--- src/rtl/i2c_banked_memory_writer.sv ---
// Write-only I2C target that streams received bytes into one of NUM_BANKS memories.
// Define I2C_MEM_WRITER_ADDR_PTR_EN to add a start-address byte after the bank byte.
module i2c_banked_memory_writer #(
  parameter logic [6:0]   DEVICE_ADDRESS = 7'h7F,
  parameter int unsigned  NUM_BANKS      = 2,
  parameter int unsigned  DEPTH          = 256,
  parameter int unsigned  SYNC_STAGES    = 2,
  localparam int unsigned BANK_W = (NUM_BANKS > 1) ? $clog2(NUM_BANKS) : 1,
  localparam int unsigned ADDR_W = $clog2(DEPTH)
) (
  input  logic              clock,
  input  logic              reset_n,
  input  logic              copi_scl,
  input  logic              copi_sda,
  output logic              cipo_scl,
  output logic              cipo_sda,
  output logic              write_active,
  output logic [BANK_W-1:0] mem_bank,
  output logic [ADDR_W-1:0] mem_addr,
  output logic [7:0]        mem_wdata,
  output logic              mem_wren
);

  typedef enum logic [2:0] {
    IDLE,
    DEV_ADR,
    BANK,
`ifdef I2C_MEM_WRITER_ADDR_PTR_EN
    PTR,
`endif
    FILL
  } state_t;

  state_t state, state_n;

  logic [SYNC_STAGES-1:0] scl_sync, sda_sync;
  logic                   scl_prev, sda_prev;
  logic                   scl_s, sda_s;
  logic                   start, stop, scl_rise, scl_fall;

  logic [3:0]        cnt, cnt_n;
  logic [7:0]        shreg, shreg_n;
  logic              ack_n;
  logic [BANK_W-1:0] bank_n;
  logic [ADDR_W-1:0] addr_n;
  logic [7:0]        wdata_n;
  logic              wren_n;

  assign scl_s    = scl_sync[SYNC_STAGES-1];
  assign sda_s    = sda_sync[SYNC_STAGES-1];
  assign start    = scl_s && scl_prev && sda_prev && !sda_s;
  assign stop     = scl_s && scl_prev && !sda_prev && sda_s;
  assign scl_rise = scl_s && !scl_prev;
  assign scl_fall = !scl_s && scl_prev;

  assign cipo_scl     = 1'b1;
  assign write_active = (state == FILL);

  // Synchroniser and edge-detect flops idle high so reset never fakes a START/STOP.
  always_ff @(posedge clock or negedge reset_n) begin
    if (!reset_n) begin
      scl_sync <= '1;
      sda_sync <= '1;
      scl_prev <= 1'b1;
      sda_prev <= 1'b1;
    end else begin
      scl_sync <= {scl_sync[SYNC_STAGES-2:0], copi_scl};
      sda_sync <= {sda_sync[SYNC_STAGES-2:0], copi_sda};
      scl_prev <= scl_s;
      sda_prev <= sda_s;
    end
  end

  always_ff @(posedge clock or negedge reset_n) begin
    if (!reset_n) begin
      state     <= IDLE;
      cnt       <= '0;
      shreg     <= '0;
      cipo_sda  <= 1'b1;
      mem_bank  <= '0;
      mem_addr  <= '0;
      mem_wdata <= '0;
      mem_wren  <= 1'b0;
    end else begin
      state     <= state_n;
      cnt       <= cnt_n;
      shreg     <= shreg_n;
      cipo_sda  <= ack_n;
      mem_bank  <= bank_n;
      mem_addr  <= addr_n;
      mem_wdata <= wdata_n;
      mem_wren  <= wren_n;
    end
  end

  always_comb begin
    state_n = state;
    cnt_n   = cnt;
    shreg_n = shreg;
    ack_n   = cipo_sda;
    bank_n  = mem_bank;
    // Address advances the clock after each strobe, whatever else happens that cycle.
    addr_n  = mem_wren ? mem_addr + ADDR_W'(1) : mem_addr;
    wdata_n = mem_wdata;
    wren_n  = 1'b0;

    if (start) begin
      state_n = DEV_ADR;
      cnt_n   = '0;
      shreg_n = '0;
      ack_n   = 1'b1;
    end else if (stop) begin
      state_n = IDLE;
      ack_n   = 1'b1;
    end else if (state != IDLE) begin
      if (scl_rise) begin
        if (cnt <= 4'd7) shreg_n[3'd7 - cnt[2:0]] = sda_s;
        cnt_n = cnt + 4'd1;
      end else if (scl_fall) begin
        if (cnt == 4'd8) begin
          case (state)
            DEV_ADR:
              if (shreg == {DEVICE_ADDRESS, 1'b0}) ack_n = 1'b0;
              else state_n = IDLE;
            BANK:
              if (32'(shreg) < NUM_BANKS) begin
                ack_n  = 1'b0;
                bank_n = BANK_W'(shreg);
                addr_n = '0;
              end else begin
                state_n = IDLE;
              end
`ifdef I2C_MEM_WRITER_ADDR_PTR_EN
            PTR:
              if (32'(shreg) < DEPTH) begin
                ack_n  = 1'b0;
                addr_n = ADDR_W'(shreg);
              end else begin
                state_n = IDLE;
              end
`endif
            FILL: begin
              ack_n   = 1'b0;
              wdata_n = shreg;
              wren_n  = 1'b1;
            end
            default: ;
          endcase
        end else if (cnt == 4'd9) begin
          ack_n   = 1'b1;
          cnt_n   = '0;
          shreg_n = '0;
          case (state)
            DEV_ADR: state_n = BANK;
`ifdef I2C_MEM_WRITER_ADDR_PTR_EN
            BANK:    state_n = PTR;
            PTR:     state_n = FILL;
`else
            BANK:    state_n = FILL;
`endif
            default: ;
          endcase
        end else if (cnt >= 4'd10) begin
          state_n = IDLE;
        end
      end
    end
  end

endmodule

--- config.mk ---
export PLATFORM = sky130hd
export DESIGN_NAME = i2c_banked_memory_writer
export DESIGN_NICKNAME = d
export VERILOG_FILES = /design/src/rtl/i2c_banked_memory_writer.sv
export SDC_FILE = /design/constraint.sdc
export NUM_CORES = 1
export LEC_CHECK = 0
export CAP_MARGIN = 40
export CORE_MARGIN = 2
export CORE_UTILIZATION = 46
export DETAILED_ROUTE_END_ITERATION = 16
export PLACE_DENSITY = 0.68
export SLEW_MARGIN = 20
export SYNTH_ARGS = -nofsm -noshare
export SYNTH_HDL_FRONTEND = slang
export SYNTH_SLANG_ARGS = --single-unit
--- constraint.sdc ---
create_clock -name clock -period 5.75 [get_ports clock]
set_clock_uncertainty 0.1 [all_clocks]
set_input_delay 1.15 -clock clock [delete_from_list [all_inputs] [get_ports clock]]
set_output_delay 1.15 -clock clock [all_outputs]
set_load 0.005 [all_outputs]
==> flow_summary.ini <==
[status]
status = finished clean

[setup_path]
required_ps = 4500
startpoint = state[0]
critPathKind = register to output port
arrival_ps = 1420
r2r-end = cnt[1]
endpoint = write_active
worst_setup_path_start_kind = register
r2r_slack_ps = 3270
rr_worst_depth = 6
cp-end-kind = output port
rr_startpoint = cnt[1]
path_max_fanout = 4

[synthesis]
synthTopCellsByArea = dfrtp_1 (39%), dfstp_2 (9.0%), mux2_1 (5.0%)
synth_cells = 195
ys_async_sr_fraction = 1.00
ys_warn_count = 0
yosysTopAreaCell = dfrtp_1
avgSynthCellArea_um2 = 10.5
synth_edf_count = 0
yosys_most_used_dff = dfrtp_1
yosys.area.top_type_share = 0.391
synth-seq-cells = 39
syn_nets = 207
yosysSeqAreaShare = 0.481
syn_area_mm2 = 0.00205
yosysUniqueCellTypes = 49

[routing]
routed_wl_um = 4200
viasPerCell = 5.85
dr_wl_met3_um = 183
wl_met1_um = 1910
drt_iter0_markers = 98
vias = 1579
antenna_left = 0
highest_layer = met4
drc = 0
first_pass_iters = 4
routedWlPerCell_um = 15.5
wl_met2_um = 1990

[timing]
hold_viol = 0
setup_viol = 0
timing.final.crit_share = 0.465
slew_headroom = 0.427
period_minus_slack_ps = 2670
max_freq_mhz = 374
fin_setup_tns_ps = 0
slew_viol_final = 0
grt_setup_unrepaired = no
tightest_slew_ps = 860

[clock_network]
cts_hold_buffers = 0
cts_buffers = 5
clk_transition_reported_paths_ps = 70
clk_latency_ps = 290
cts_resized = 0
clock_tree.buffer_depth = 2
cts_setup_buffers = 0
cts_tree = done
cts_sinks = 39
htree_levels = 2
cts_root_buffer = clkbuf_8

[floorplan]
die_area_mm2 = 0.00500
core_area_mm2 = 0.00432
io_pins = 25
initial_core_util = 0.473
die_w_um = 70.7
fp.dieH_um = 70.7
floorplan.rows = 24

[pwr]
pwr_density_cell_mw_per_mm2 = 246
peakVddDrop_v = 0.000134
p_leak_nw = 1.02

[cells_and_area]
layout-area-overhead-vs-synth_pct = 18.7
nets = 229
post-route-util = 0.562
drive_gt1_frac = 0.101
diodes = 0
nFillCells = 372

[worst_hold_path]
hp-class = register to register
min-delay-start = sda_sync[0]

[global_route]
grt_use_total = 0.181
overflow = 0
grt_pass1_vias = 1554
antenna_found_initial = 0
grt_max_degree = 28
grt_pass1_wl_um = 7200

[placed_design]
port_buffers = 23
globalplace.congestion = 0.855
dpl.hpwl_um = 3010

[job]
maxCapViolations = 0
report_power, final:
group	total, mW	internal (mW)	switching (mW)	leakage, nW
clock	0.225	0.129	0.0962	0.0581
combinational	0.0642	0.0242	0.0401	0.445
sequential	0.307	0.286	0.0214	0.518
Yosys cell counts (3+ instances only):
cell type and instances:
nand3b_1 3, dfstp_2 7, nand4_1 5, ha_1 8, nand2_1 9, nand3_1 8
o22ai_1 5, dfrtp_1 32, and3_1 3, mux2_1 9, xor2_1 7, nor2_1 13
a21oi_1 4, nand2b_1 3, a31oi_1 7, clkbuf_1 5, a211oi_1 6, o41a_1 3
inv_1 17, a221oi_1 4
stage by stage:
stage / setup WS [ps] / power, mW / area [um^2] / instances / hold WS [ps]
floorplan: 3500 / 0.356 / 2050 / 195 / 245
CTS: 3070 / 0.606 / 2430 / 270 / 259
global route: 3000 / 0.630 / 2430 / 270 / 267
finish: 3080 / 0.597 / 2430 / 270 / 259
detailed placement: 3330 / 0.375 / 2320 / 262 / 248
global placement: 3420 / 0.371 / 2300 / 261 / 245
placed cells by master, fill, tap and decap left out, drive strengths merged, types with 2 or more instances in the layout:
cell / instances
mux2: 10
o2bb2ai: 2
clkinv: 2
mux2i: 2
nor2: 13
nand2: 9
buf: 2
xor2: 7
nand2b: 3
inv: 17
a31oi: 7
o21ai: 4
a211oi: 6
and3: 4
a221oi: 4
o32ai: 2
or4b: 2
nand3b: 3
o41a: 3
dfrtp: 32
ha: 8
o22ai: 5
nor2b: 2
clkdlybuf4s50: 22
nand4: 5
dfstp: 7
nand3: 8
clkbuf: 5
a21oi: 4
critical path: stages, from the launching register on:
cell	delay [ps]
dfrtp_1	400
ha_1	220
clkdlybuf4s50_1	510
logic make-up (layout without fill, tap and decap cells):
family	count (synthesis)	in the layout	synth area share
fa+ha+maj	8	8	0.0489
other cells	1	1	0.00183
buf+inv	26	49	0.0508
mux	12	12	0.0648
simple gates	59	59	0.168
xor+xnor	8	8	0.0343
compound gates	42	42	0.150
flops	39	39	0.481
cell type report:
class | count | area (um^2) | share of cell area
flip-flops and latches | 39 | 985 | 0.405
multi-input cells | 130 | 957 | 0.394
clock inverters | 3 | 43.8 | 0.0180
inverters | 17 | 63.8 | 0.0263
repair buffers | 24 | 245 | 0.101
clock buffers | 5 | 68.8 | 0.0283
well taps | 52 | 65.1 | 0.0268
sequential cells by signal, indices dropped and copies added, names as in the netlist:
name / count
sda_prev: 1
cipo_sda: 1
mem_wren: 1
scl_sync: 2
cnt: 4
mem_wdata: 8
shreg: 8
mem_bank: 1
mem_addr: 8
scl_prev: 1
sda_sync: 2
state: 2
metal layers:
metal	vias up	GRT usage
li1	759	-
met1	767	0.232
met2	44	0.287
met3	9	0.0427
met4	0	0.0901
met5	-	0
how the worst min path moves through the flow:
stage / to / cells after the start / slack, ps
2_1_floorplan: scl_sync[1] / 0 / 250
6_report: sda_sync[1] / 0 / 260
3_5_place_dp: sda_sync[1] / 0 / 250
4_1_cts: sda_sync[1] / 0 / 260
3_3_place_gp: scl_sync[1] / 0 / 250
5_1_grt: sda_sync[1] / 0 / 270
Note: power is estimated with default switching activity, not from simulation.
